`config.mk`:
```
export PLATFORM = sky130hd
export DESIGN_NAME = redmule_tcdm_lane_splitter
export DESIGN_NICKNAME = d
export VERILOG_FILES = /design/src/rtl/redmule_tcdm_lane_splitter.sv
export SDC_FILE = /design/constraint.sdc
export NUM_CORES = 1
export LEC_CHECK = 0
export ABC_AREA = 0
export ABC_CLOCK_PERIOD_IN_PS = 5800
export BUFFER_PORTS_ARGS = -buffer_cell sky130_fd_sc_hd__buf_2
export CAP_MARGIN = 40
export CORE_AREA = 3 3 544 546
export DETAILED_ROUTE_END_ITERATION = 16
export DIE_AREA = 0 0 547 549
export PLACE_DENSITY = 0.3
export SYNTH_ARGS = -nofsm -noshare
export SYNTH_HDL_FRONTEND = slang
export SYNTH_SLANG_ARGS = --single-unit
```
`constraint.sdc`:
```
create_clock -name clk_i -period 5.8 [get_ports clk_i]
set_input_delay 1.16 -clock clk_i [delete_from_list [all_inputs] [get_ports clk_i]]
set_output_delay 1.16 -clock clk_i [all_outputs]
set_load 0.01 [all_outputs]
```
`src/rtl/redmule_tcdm_lane_splitter.sv`:
```
// Splits the wide RedMulE TCDM port into MP independent 32-bit lanes and
// reassembles one wide grant and one wide response per transaction.
module redmule_tcdm_lane_splitter #(
    parameter int unsigned MP = 8,
    parameter int unsigned DW = 32 * MP
) (
    input  logic              clk_i,
    input  logic              rst_ni,
    input  logic              w_req_i,
    output logic              w_gnt_o,
    input  logic [31:0]       w_add_i,
    input  logic              w_wen_i,
    input  logic [DW/8-1:0]   w_be_i,
    input  logic [DW-1:0]     w_data_i,
    output logic [DW-1:0]     w_r_data_o,
    output logic              w_r_valid_o,
    output logic [MP-1:0]     n_req_o,
    input  logic [MP-1:0]     n_gnt_i,
    output logic [MP*32-1:0]  n_add_o,
    output logic [MP-1:0]     n_wen_o,
    output logic [MP*4-1:0]   n_be_o,
    output logic [MP*32-1:0]  n_data_o,
    input  logic [MP*32-1:0]  n_r_data_i,
    input  logic [MP-1:0]     n_r_valid_i
);

    typedef enum logic [1:0] {
        EMPTY = 2'd0,
        OUT   = 2'd1,
        BUF   = 2'd2
    } lane_state_e;

    lane_state_e   state_q [MP];
    lane_state_e   state_d [MP];
    logic [31:0]   buf_q   [MP];
    logic [31:0]   buf_d   [MP];
    logic [MP-1:0] sent_q, sent_d;
    logic [MP-1:0] is_out, is_buf, lane_free, lane_gnt;
    logic          fire;
    logic [DW-1:0] rdata_asm;
    logic [DW-1:0] rdata_q;

    for (genvar i = 0; i < MP; i++) begin : g_lane
        assign n_add_o[32*i +: 32]  = w_add_i + 32'(4 * i);
        assign n_be_o[4*i +: 4]     = w_be_i[4*i +: 4];
        assign n_data_o[32*i +: 32] = w_data_i[32*i +: 32];
        assign n_wen_o[i]           = w_wen_i;
        assign is_out[i]            = (state_q[i] == OUT);
        assign is_buf[i]            = (state_q[i] == BUF);
        assign rdata_asm[32*i +: 32] = is_buf[i] ? buf_q[i] : n_r_data_i[32*i +: 32];
    end

    // The wide response issues only once every lane has either buffered or live data.
    assign fire      = &(is_buf | (is_out & n_r_valid_i));
    assign lane_free = ~(is_out | is_buf)
                     | (is_buf & {MP{fire}})
                     | (is_out & n_r_valid_i & {MP{fire}});

    assign n_req_o  = {MP{w_req_i}} & ~sent_q & lane_free;
    assign lane_gnt = n_req_o & n_gnt_i;
    assign w_gnt_o  = w_req_i & (&(sent_q | lane_gnt));
    assign sent_d   = w_gnt_o ? '0 : (sent_q | lane_gnt);

    assign w_r_valid_o = fire;
    assign w_r_data_o  = fire ? rdata_asm : rdata_q;

    always_comb begin
        for (int i = 0; i < MP; i++) begin
            state_d[i] = state_q[i];
            buf_d[i]   = buf_q[i];
            case (state_q[i])
                EMPTY: begin
                    if (lane_gnt[i]) state_d[i] = OUT;
                end
                OUT: begin
                    if (n_r_valid_i[i]) begin
                        if (fire) begin
                            state_d[i] = lane_gnt[i] ? OUT : EMPTY;
                        end else begin
                            state_d[i] = BUF;
                            buf_d[i]   = n_r_data_i[32*i +: 32];
                        end
                    end
                end
                BUF: begin
                    if (fire) state_d[i] = lane_gnt[i] ? OUT : EMPTY;
                end
                default: state_d[i] = EMPTY;
            endcase
        end
    end

    always_ff @(posedge clk_i or negedge rst_ni) begin
        if (!rst_ni) begin
            for (int i = 0; i < MP; i++) begin
                state_q[i] <= EMPTY;
                buf_q[i]   <= '0;
            end
            sent_q  <= '0;
            rdata_q <= '0;
        end else begin
            for (int i = 0; i < MP; i++) begin
                state_q[i] <= state_d[i];
                buf_q[i]   <= buf_d[i];
            end
            sent_q <= sent_d;
            if (fire) rdata_q <= rdata_asm;
        end
    end

endmodule

```
# ---- After elaboration in Yosys (flattened, before gate mapping)
# Cells that the tools add are included.
dict set report op_classes {
  eq_ne 40
  n_addsub 7
  bitwise_logic 15
  mux 58
  reduce_logical 26
}
# operator count
set ops {}
lappend ops {{$mux 256} 1}
lappend ops {{$mux 32} 8}
lappend ops {{$add 32x5->32 const B} 4}
lappend ops {{$add 32x4->32 const B} 2}
lappend ops {{$mux 2} 32}
lappend ops {{$and 8x8->8} 6}
lappend ops {{$pmux 2 s3} 8}
lappend ops {{$reduce_and 3->1} 16}
lappend ops {{$or 8x8->8} 5}
lappend ops {{$add 32x3->32 const B} 1}
lappend ops {{$ne 2x2->1 const B} 16}
lappend ops {{$eq 2x1->1 const B} 8}
lappend ops {{$eq 2x2->1 const B} 8}
lappend ops {{$logic_not 2->1} 8}
lappend ops {{$ne 2x1->1 const B} 8}
lappend ops {{$not 8->8} 2}
lappend ops {{$reduce_and 8->1} 2}
lappend ops {{$mux 1} 8}
lappend ops {{$mux 8} 1}
lappend ops {{$and 1x1->1} 1}
lappend ops {{$not 1->1} 1}
dict set report word_totals {
  out_inout_bits 818
  elab_cells 164
  inputBits 596
  reg_bits 536
}

# ---- Logic depth before layout (Yosys ltp)
# Gate-level depths: netlist of the first run.
dict set report depth {
  ltp_word 13
  ltp_mapped 12
  mapped_depth_nobuf 8
}

# ---- Worst setup path before layout of the first run
# Ideal clock, no wire load.
dict set report synth_timing {
  path_kind {input port to output port}
  startpoint {in w_add_i[3]}
  endpoint {out n_add_o[242]}
  setup_slack_ns 1.277
  arrival_ns 3.363
  path_stages 12
  path_cell_list {clkbuf_1 inv_1 ha_1 clkbuf_1 inv_1 a21oi_1 or2_2 clkbuf_1 or3_1 clkbuf_1 nor2_1 xor2_1}
}
dict set report synth_between {
  elab_chain_len 1
}
# element line_no
set synth_lines {}
lappend synth_lines {{start, declared} 11} ;# input logic [31:0] w_add_i,
lappend synth_lines {{$add 32x5->32} 44} ;# assign n_add_o[32*i +: 32] = w_add_i + 32'(4 * i);
lappend synth_lines {{end, declared} 19} ;# output logic [MP*32-1:0] n_add_o,
# No other way between the ends.

# ---- Worst setup path after layout of the first run
dict set report layout_timing {
  startpoint {in n_r_valid_i[6]}
  endpoint {out w_gnt_o}
}
dict set report layout_between {
  elab_chain_len 11
}
# element line_no
set layout_lines {}
lappend layout_lines {{start, declared} 24} ;# input logic [MP-1:0] n_r_valid_i
lappend layout_lines {{$and 8x8->8 *} {54, 57}}
lappend layout_lines {{$or 8x8->8} 54} ;# assign fire = &(is_buf | (is_out & n_r_valid_i));
lappend layout_lines {{$reduce_and 8->1} 54}
lappend layout_lines {{$and 8x8->8} 56} ;# | (is_buf & {MP{fire}})
lappend layout_lines {{$or 8x8->8} 56}
lappend layout_lines {{$or 8x8->8 *} 57} ;# | (is_out & n_r_valid_i & {MP{fire}});
lappend layout_lines {{$and 8x8->8 *} 59} ;# assign n_req_o = {MP{w_req_i}} & ~sent_q & lane_free;
lappend layout_lines {{$and 8x8->8 *} 60} ;# assign lane_gnt = n_req_o & n_gnt_i;
lappend layout_lines {{$or 8x8->8 *} 61} ;# assign w_gnt_o = w_req_i & (&(sent_q | lane_gnt));
lappend layout_lines {{$reduce_and 8->1 *} 61}
lappend layout_lines {{$and 1x1->1 *} 61}
lappend layout_lines {{end, declared} 10} ;# output logic w_gnt_o,
# Every way passes the cells marked *; elsewhere a longest branch is shown, timed or not.

==> out/metrics.cfg, run 1 <==
[cts]
clock_sinks=536
cts_buffers=72
h-tree-depth=3
insertion_delay_ps=680
cts_tree=done
cts_hold_buffers=0
cts_setup_buffers=0
cts_root_buf=clkbuf_16
clock_path_buffers=3
path_clk_slew_ps=60
cts_resized=0

[setup_path]
cp-start-kind=input pin
r2r-start=state_q[1]
crit_buf_inv=2
worstSetupPathType=input pin to primary output
cp_max_fo=37
reg2regPathDepth=8
worstSetupEndpointType=primary output
crit_path_frequent_cell=buf_2
slowest_stage=or4_4
r2r-end=buf_q[165]
reg2reg_slack_ps=2300
crit_family=simple AND/OR/NAND/NOR gates
cp_data_required_time_ps=4640
slowest_delay_ps=800
crit_chain=buf_2 -> nand3b_1 -> a22o_1 -> or4_4 -> o31a_1 -> nor4_4 -> and2_1 -> buf_2
cp.arrival_ps=4100

[synth]
netlist_area_sq_mm=0.0283
synth_seq_cells=536
synthCells=2720
synthXorXnorAreaFrac=0.0589
ys_types=54
synth_top_family_by_area=multiplexers
synthAdderAreaFrac=0.00611
async_flop_share=1.00
yosys.area_share.simple=0.0973
postSynthAreaPerCell_sq_um=10.4
synth_warnings=0
syn_nets=3325
synth_compound_area_frac=0.0628
synth_mux_area_frac=0.181
ys_seq_area_frac=0.475
synthFlopType=dfrtp_1
synth_edf_count=0

[grt]
met2_usage=0.212
gr-max-usage-layer=met2
track_usage=0.112
grt.overflow.total=0
met3_usage=0.0767
grt_pass1_wl_mm=227
grt_start_max_net_pins=142
grt_use_met1=0.0771
grt_pass1_vias=22700
antenna_found_initial=99

[route]
vias=22000
wl_per_cell_microns=24.5
drtIter0Drc=1000
drc=0
drt_first_pass_iters=5
vias_per_cell=3.08
wl_mm=175
ant_nets=0

[timing]
clock-skew-final_ps=54.4
tightestPinTransition_ps=899
period_minus_slack_ps=5260
setup_tns_ps=0
fmax_mhz=190
final_hold_viol_count=0
setup_viol=0
rsz0062_at_grt=no
slew_viol_final=0
finalCritPeriodShare=0.907
slew_headroom=0.396

[layout]
final_nets=3775
design_area_sq_mm=0.0370
area_growth_pct=30.9
layout-drive-gt1-share=0.398

[worst_hold_path]
hp-class=input pin to async pin

[die]
core-area_sq_mm=0.291
die_w_microns=547
fp.dieH_microns=549
ios=1414
rows=198
dieArea_sq_mm=0.300
initial_core_util=0.0971

[placed_design]
placed_area_sq_mm=0.0347
place_congestion=1.11
port_buffers=810
hpwlAfterDp_mm=145

[pwr]
peakVddDrop_mv=0.273
p_leak_nw=16.8
p_per_area_mw_per_mm2=352

[outcome]
status=completed

[run]
cap_violations=0

-- metal layers --
| metal | wire, microns | part of all wire |
|---|---|---|
| met1 | 42700 | 0.24 |
| met2 | 92100 | 0.53 |
| met3 | 26200 | 0.15 |
| met4 | 13400 | 0.076 |
| met5 | 700 | 0.0040 |
-- final cells by class --
cell class              count  area, sq um
clock buffers              97         2000
repair buffers            890         4750
diodes                     22         55.1
clock inverters            23          270
multi-input cells        1655        11600
well taps                3900         4880
fillers                 33400       254000
inverters                  15         58.8
flip-flops and latches    536        13400
-- Yosys cell counts (2+ instances only) --
| master | n | area (sq um) |
|---|---|---|
| maj3_1 | 6 | 60.1 |
| a31oi_1 | 37 | 231 |
| dfrtp_1 | 536 | 13400 |
| or3b_2 | 5 | 43.8 |
| o32ai_1 | 2 | 17.5 |
| buf_2 | 29 | 145 |
| nor3_1 | 24 | 120 |
| or2_2 | 5 | 31.3 |
| nor3b_1 | 2 | 15.0 |
| and3_1 | 3 | 18.8 |
| buf_1 | 17 | 63.8 |
| nor2_1 | 139 | 522 |
| nand3_1 | 22 | 110 |
| buf_6 | 3 | 33.8 |
| xor2_1 | 79 | 692 |
| nand2b_1 | 17 | 106 |
| buf_4 | 352 | 2640 |
| o21ai_0 | 229 | 1150 |
| a31o_2 | 2 | 17.5 |
| mux2i_1 | 224 | 2240 |
| a21boi_0 | 2 | 15.0 |
| and4_1 | 2 | 17.5 |
| inv_1 | 12 | 45.0 |
| a2111oi_0 | 4 | 35.0 |
| inv_2 | 2 | 7.51 |
| or4_1 | 2 | 15.0 |
| a41oi_1 | 6 | 52.6 |
| a22o_1 | 4 | 35.0 |
| nand3b_1 | 12 | 90.1 |
| or3_1 | 10 | 62.6 |
| and2_1 | 2 | 12.5 |
| mux2_2 | 252 | 2840 |
| nand2_1 | 375 | 1410 |
| nor4_1 | 2 | 12.5 |
| o22ai_1 | 2 | 12.5 |
| ha_1 | 9 | 113 |
| xnor2_1 | 111 | 972 |
| nand4_1 | 17 | 106 |
| a21oi_1 | 31 | 155 |
| clkbuf_1 | 113 | 424 |
| mux2_1 | 4 | 45.0 |
-- cell usage in the layout, fill, tap and decap left out, types with 15 or more instances in the layout --
cell / n
buf_2: 809
nor3_1: 23
diode_2: 22
a31oi_1: 37
a21oi_1: 31
nor2_1: 131
clkbuf_16: 72
mux2_2: 252
mux2i_1: 224
o21ai_0: 229
dfrtp_1: 536
nand3_1: 22
nand4_1: 17
nand2_1: 375
xor2_1: 79
buf_4: 73
xnor2_1: 111
clkbuf_1: 15
-- power breakdown --
part	internal (mW)	total, mW	switching [mW]
registers	4.69	5.17	0.477
logic	1.69	3.51	1.82
clock network	2.48	4.36	1.88
total	8.86	13.0	4.18
-- registers in the layout, indices dropped and copies added (netlist names) --
signal	cells
state_q	16
sent_q	8
buf_q	256
rdata_q	256
-- worst reg2reg max path, delay by kind of cell (launching register included) --
kind / cells / cell delay, ps
and+or+nand+nor: 3 / 1280
muxes: 1 / 340
AOI/OAI and AO/OA: 1 / 360
buffers and inverters: 3 / 950
DFF: 1 / 440
-- worst max path at each step --
stage / from / to / slack [ps] / cells after the start
after floorplan: w_add_i[3] / n_add_o[242] / 1280 / 12
after global placement: n_r_valid_i[6] / w_gnt_o / 550 / 8
after detailed placement: n_r_valid_i[6] / w_gnt_o / 470 / 8
after CTS: n_r_valid_i[6] / w_gnt_o / 460 / 8
after global routing: n_r_valid_i[6] / w_gnt_o / 340 / 8
final: n_r_valid_i[6] / w_gnt_o / 540 / 8
-- kinds of logic (layout without fill, tap and decap cells) --
family / Yosys count / count (layout)
multiplexers: 480 / 480
buffers and inverters: 529 / 1025
other: 0 / 22
XOR/XNOR: 190 / 190
flip-flops: 536 / 536
adder cells (fa/ha/maj): 15 / 15
AND/OR/NAND/NOR: 644 / 644
AO/OA/AOI/OAI: 326 / 326
-- per-stage QoR --
stage / util / instances / worst slack [ps] / total power, mW / hold slack [ps]
after CTS: 0.127 / 7114 / 460 / 13.5 / 450
after global routing: 0.127 / 7116 / 343 / 13.9 / 478
final: 0.127 / 7138 / 541 / 13.0 / 470
after global placement: 0.119 / 6993 / 546 / 8.82 / 466
after floorplan: - / 2720 / 1280 / 7.76 / 457
after detailed placement: 0.119 / 6994 / 469 / 8.89 / 472
No activity file was read; power rests on OpenSTA's default activity.
==> inputs of run 2 (changes only) <==
--- a/config.mk
+++ b/config.mk
@@ -9,9 +9,9 @@
 export ABC_CLOCK_PERIOD_IN_PS = 5800
 export BUFFER_PORTS_ARGS = -buffer_cell sky130_fd_sc_hd__buf_2
 export CAP_MARGIN = 40
-export CORE_AREA = 3 3 544 546
+export CORE_AREA = 2 2 543 545
 export DETAILED_ROUTE_END_ITERATION = 16
-export DIE_AREA = 0 0 547 549
+export DIE_AREA = 0 0 545 547
 export PLACE_DENSITY = 0.3
 export SYNTH_ARGS = -nofsm -noshare
 export SYNTH_HDL_FRONTEND = slang
==> run 2 against run 1 <==
  * Via count fell by 0.35%
  * Utilization barely moved
  * Routed wire length rose by 6.4%
  * Sequential share of layout area fell by 0.17 points
  * Critical path depth fell by 1
  * Clock-buffer cell count rose by 2
  * Non-clock buffer count rose by 9
  * Critical path type unchanged
  * Largest power group unchanged
==> out/metrics.cfg, run 2 (synthesis gave the netlist of run 1 again) <==
[cts]
cts_resized=0
insertion_delay_ps=670
path_clk_slew_ps=50
clock_sinks=536
h-tree-depth=3
cts_tree=done
cts_buffers=71
cts_setup_buffers=0
cts_root_buf=clkbuf_16
cts_hold_buffers=0
clock_path_buffers=3

[placed_design]
place_ws_ps=591
hpwlAfterDp_mm=150
port_buffers=810
placed_area_sq_mm=0.0348
place_congestion=0.983

[grt]
grt_start_max_net_pins=192
grt_pass1_vias=22600
track_usage=0.120
grt.overflow.total=0
antenna_found_initial=94
grt_pass1_wl_mm=237

[pwr]
power_mw=13.2
p_leak_nw=16.9
peakVddDrop_mv=0.231
p_per_area_mw_per_mm2=355

[timing]
tightestPinTransition_ps=911
setup_tns_ps=0
final_hold_viol_count=0
finalCritPeriodShare=0.906
fmax_mhz=190
slew_viol_final=0
setup_ws_ps=547
period_minus_slack_ps=5250
clock-skew-final_ps=34.4
rsz0062_at_grt=no
slew_headroom=0.388
setup_viol=0

[route]
vias_per_cell=3.06
ant_nets=0
drt_first_pass_iters=4
drtIter0Drc=823
drc=0
wl_per_cell_microns=26.0
wl_mm=186
vias=21900

[layout]
area_growth_pct=31.5
multi_input_area_sq_mm=0.0116
layout_commonest_cell=buf_2
nFillCells=33600
layout_common_cells=buf_2 (811), dfrtp_1 (536), nand2_1 (375)
design_area_sq_mm=0.0372
seqCellArea_sq_mm=0.0134
layout-drive-gt1-share=0.400
post-route-util=0.127
final_nets=3783
reg_top3=buf_q x256, rdata_q x256, state_q x16

[setup_path]
cp_data_required_time_ps=4640
slowest_stage=xnor2_1
crit_buf_inv=2
worstSetupEndpointType=primary output
crit_chain=buf_2 -> nand4_1 -> or2_2 -> nor2_1 -> nand3_1 -> xnor2_1 -> buf_2
reg2regPathDepth=9
r2r-start=state_q[11]
crit_path_frequent_cell=buf_2
cp-start-kind=input pin
crit_family=simple AND/OR/NAND/NOR gates
slowest_delay_ps=660
r2r-end=buf_q[176]
worstSetupPathType=input pin to primary output
reg2reg_slack_ps=2400
cp_max_fo=13
cp.arrival_ps=4090

[worst_hold_path]
hold_start=rdata_q[43]
hp-class=flip-flop to flip-flop
hold_end=rdata_q[43]
worstHoldPathCells=2

[die]
initial_core_util=0.0966
core-area_sq_mm=0.293
die_w_microns=545
rows=199
dieArea_sq_mm=0.298
fp.dieH_microns=547
ios=1414

[outcome]
status=completed

[run]
cap_violations=0

## run 2: cell count changes in the layout (fill, tap and decap cells not counted), sizes merged
| cell | previous run | this run |
|---|---|---|
| buf | 890 | 899 |
| bufinv | 1 | 4 |
| clkbuf | 97 | 99 |
| clkinv | 16 | 12 |
| clkinvlp | 1 | 2 |
| diode | 22 | 18 |
## run 2: worst max path at each step
stage,startpoint,to,slack (ps),cells after the start
2_1_floorplan,w_add_i[3],n_add_o[242],1280,12
3_3_place_gp,n_r_valid_i[2],n_req_o[2],270,7
3_5_place_dp,n_r_valid_i[2],n_req_o[2],590,8
4_1_cts,n_r_valid_i[2],n_req_o[2],580,8
5_1_grt,w_add_i[12],n_add_o[49],480,7
6_report,w_add_i[12],n_add_o[49],550,7
## run 2: metal layers
metal,vias to the layer above,global-route usage,wire (microns)
li1,9759,-,-
met1,10400,0.0895,48500
met2,1375,0.214,92900
met3,342,0.0810,28100
met4,102,0.0863,15600
met5,-,0.0127,1100
## run 2: final cells by class
| type | instances | area share |
|---|---|---|
| clock inverter | 23 | 0.00784 |
| inverter | 15 | 0.00158 |
| tap | 3919 | 0.132 |
| clock buffer | 99 | 0.0544 |
| antenna | 18 | 0.00121 |
| sequential | 536 | 0.361 |
| timing repair buffer | 899 | 0.131 |
| multi-input combinational | 1655 | 0.311 |
## run 2: worst min-delay path: cells and delay by family (launching register included)
| kind | cells | cell delay [ps] |
|---|---|---|
| AO/OA/AOI/OAI | 1 | 80 |
| flip-flops | 1 | 320 |
| AND/OR/NAND/NOR | 1 | 40 |
## run 2: where the power goes
group	switching [mW]	internal, mW
combinational	1.81	1.70
clock	1.89	2.63
sequential	0.474	4.69
total	4.17	9.02
## run 2: through the flow
stage	cells	hold slack, ps
global route	7150	499
global placement	7013	465
detailed placement	7020	472
CTS	7142	485
floorplan	2720	457
finish	7164	479
==> inputs of run 3 (changes only) <==
--- a/config.mk
+++ b/config.mk
@@ -13,6 +13,7 @@
 export DETAILED_ROUTE_END_ITERATION = 16
 export DIE_AREA = 0 0 545 547
 export PLACE_DENSITY = 0.3
+export RECOVER_POWER = 100
 export SYNTH_ARGS = -nofsm -noshare
 export SYNTH_HDL_FRONTEND = slang
 export SYNTH_SLANG_ARGS = --single-unit
==> run 3 against run 2 <==
  * The flow now finishes with violations (max-capacitance violations, max-slew violations)
  * Sequential power is essentially flat
  * Worst hold slack gained 6.3 ps
  * Cell count is the same
  * Global-route usage is the same
  * Total power shrank 0.41%
  * Combinational power shrank 1%
  * Critical path depth grew 1
  * Non-clock buffer count is the same
  * Clock skew shrank 0.91 ps
  * Maximum frequency shrank 5.2%
  * Largest power group unchanged
==> out/metrics.cfg, run 3 (synthesis gave the netlist of run 1 again) <==
[outcome]
status=complete, but fails checks
violations=max-capacitance violations, max-slew violations

[layout]
post-route-util=0.124
multi_input_area_sq_mm=0.0115
layout_common_cells=dfrtp_1 (536), clkbuf_1 (517), nand2_1 (375)
area_growth_pct=28.4
nFillCells=33800
layout-drive-gt1-share=0.241
layout_commonest_cell=dfrtp_1
design_area_sq_mm=0.0363
seqCellArea_sq_mm=0.0134
reg_top3=buf_q x256, rdata_q x256, state_q x16
final_nets=3783

[cts]
cts_resized=0
clock_path_buffers=3
cts_buffers=71
cts_root_buf=clkbuf_16
h-tree-depth=3
cts_setup_buffers=0
clock_sinks=536
cts_hold_buffers=0
insertion_delay_ps=670
cts_tree=done
path_clk_slew_ps=60

[timing]
fmax_mhz=180
slew_headroom=-0.690
period_minus_slack_ps=5540
rsz0062_at_grt=no
setup_viol=0
slew_viol_final=599
finalCritPeriodShare=0.955
setup_tns_ps=0
clock-skew-final_ps=33.4
tightestPinTransition_ps=2530
final_hold_viol_count=0

[setup_path]
cp_data_required_time_ps=4640
crit_family=simple AND/OR/NAND/NOR gates
slowest_stage=clkbuf_1
cp_max_fo=10
slowest_delay_ps=700
cp-start-kind=input pin
crit_path_frequent_cell=clkbuf_1
cp.arrival_ps=4380
worstSetupPathType=input pin to primary output
worstSetupEndpointType=primary output
crit_buf_inv=3
crit_chain=clkbuf_1 -> nand4_1 -> clkbuf_1 -> nor3_1 -> and3_1 -> nand3_1 -> xnor2_1 -> clkbuf_1

[route]
drt_first_pass_iters=5
drtIter0Drc=875
ant_nets=0
vias_per_cell=3.06
vias=21900
wl_mm=186
wl_per_cell_microns=26.0
drc=0

[placed_design]
port_buffers=810
placed_area_sq_mm=0.0348
place_congestion=0.983
hpwlAfterDp_mm=150

[pwr]
p_leak_nw=15.1
peakVddDrop_mv=0.231
p_per_area_mw_per_mm2=362

[grt]
grt_pass1_vias=22600
grt_pass1_wl_mm=237
grt.overflow.total=0
track_usage=0.120
antenna_found_initial=94
grt_start_max_net_pins=192

[die]
core-area_sq_mm=0.293
fp.dieH_microns=547
rows=199
ios=1414
die_w_microns=545
initial_core_util=0.0966
dieArea_sq_mm=0.298

[run]
cap_violations=11

[worst_hold_path]
hp-class=flip-flop to flip-flop

==> run 3: layout make-up <==
| type | count | area share |
|---|---|---|
| flip-flops and latches | 536 | 0.369 |
| multi-input cells | 1655 | 0.318 |
| well taps | 3919 | 0.135 |
| diodes | 18 | 0.00124 |
| clock buffers | 99 | 0.0557 |
| repair buffers | 899 | 0.111 |
| inverters | 15 | 0.00162 |
| clock inverters | 23 | 0.00803 |
==> run 3: through the flow <==
step / power (mW) / std cells / worst slack (ps) / hold WS, ps
2_1_floorplan: 7.76 / 2720 / 1280 / 457
3_3_place_gp: 8.80 / 7013 / 270 / 465
3_5_place_dp: 8.88 / 7020 / 591 / 472
4_1_cts: 13.6 / 7142 / 580 / 485
5_1_grt: 14.0 / 7150 / 246 / 499
6_report: 13.1 / 7164 / 260 / 486
==> run 3: path summary, 6_finish.rpt <==
kind	to	cells past startpoint	slack [ps]	from
setup / recovery	n_add_o[124]	8	260	w_add_i[14]
hold / removal	buf_q[165]	1	490	buf_q[165]
setup reg to reg	buf_q[222]	8	1090	state_q[4]
hold reg to reg	buf_q[165]	1	490	buf_q[165]
max in group asynchronous	buf_q[156]	2	1180	rst_ni
min in group asynchronous	buf_q[174]	1	1260	rst_ni
==> run 3: metal layers <==
layer	share of wire	wire [microns]	global-route usage	vias to the layer above
met3	0.15	28300	0.0810	357
li1	-	-	-	9761
met4	0.086	15900	0.0863	100
met2	0.50	92800	0.214	1362
met5	0.0059	1090	0.0127	-
met1	0.26	48100	0.0895	10400
==> run 3: where the power goes <==
part	switching, mW	internal (mW)	total, mW
combinational	1.81	1.65	3.46
sequential	0.475	4.69	5.17
clock	1.89	2.63	4.52
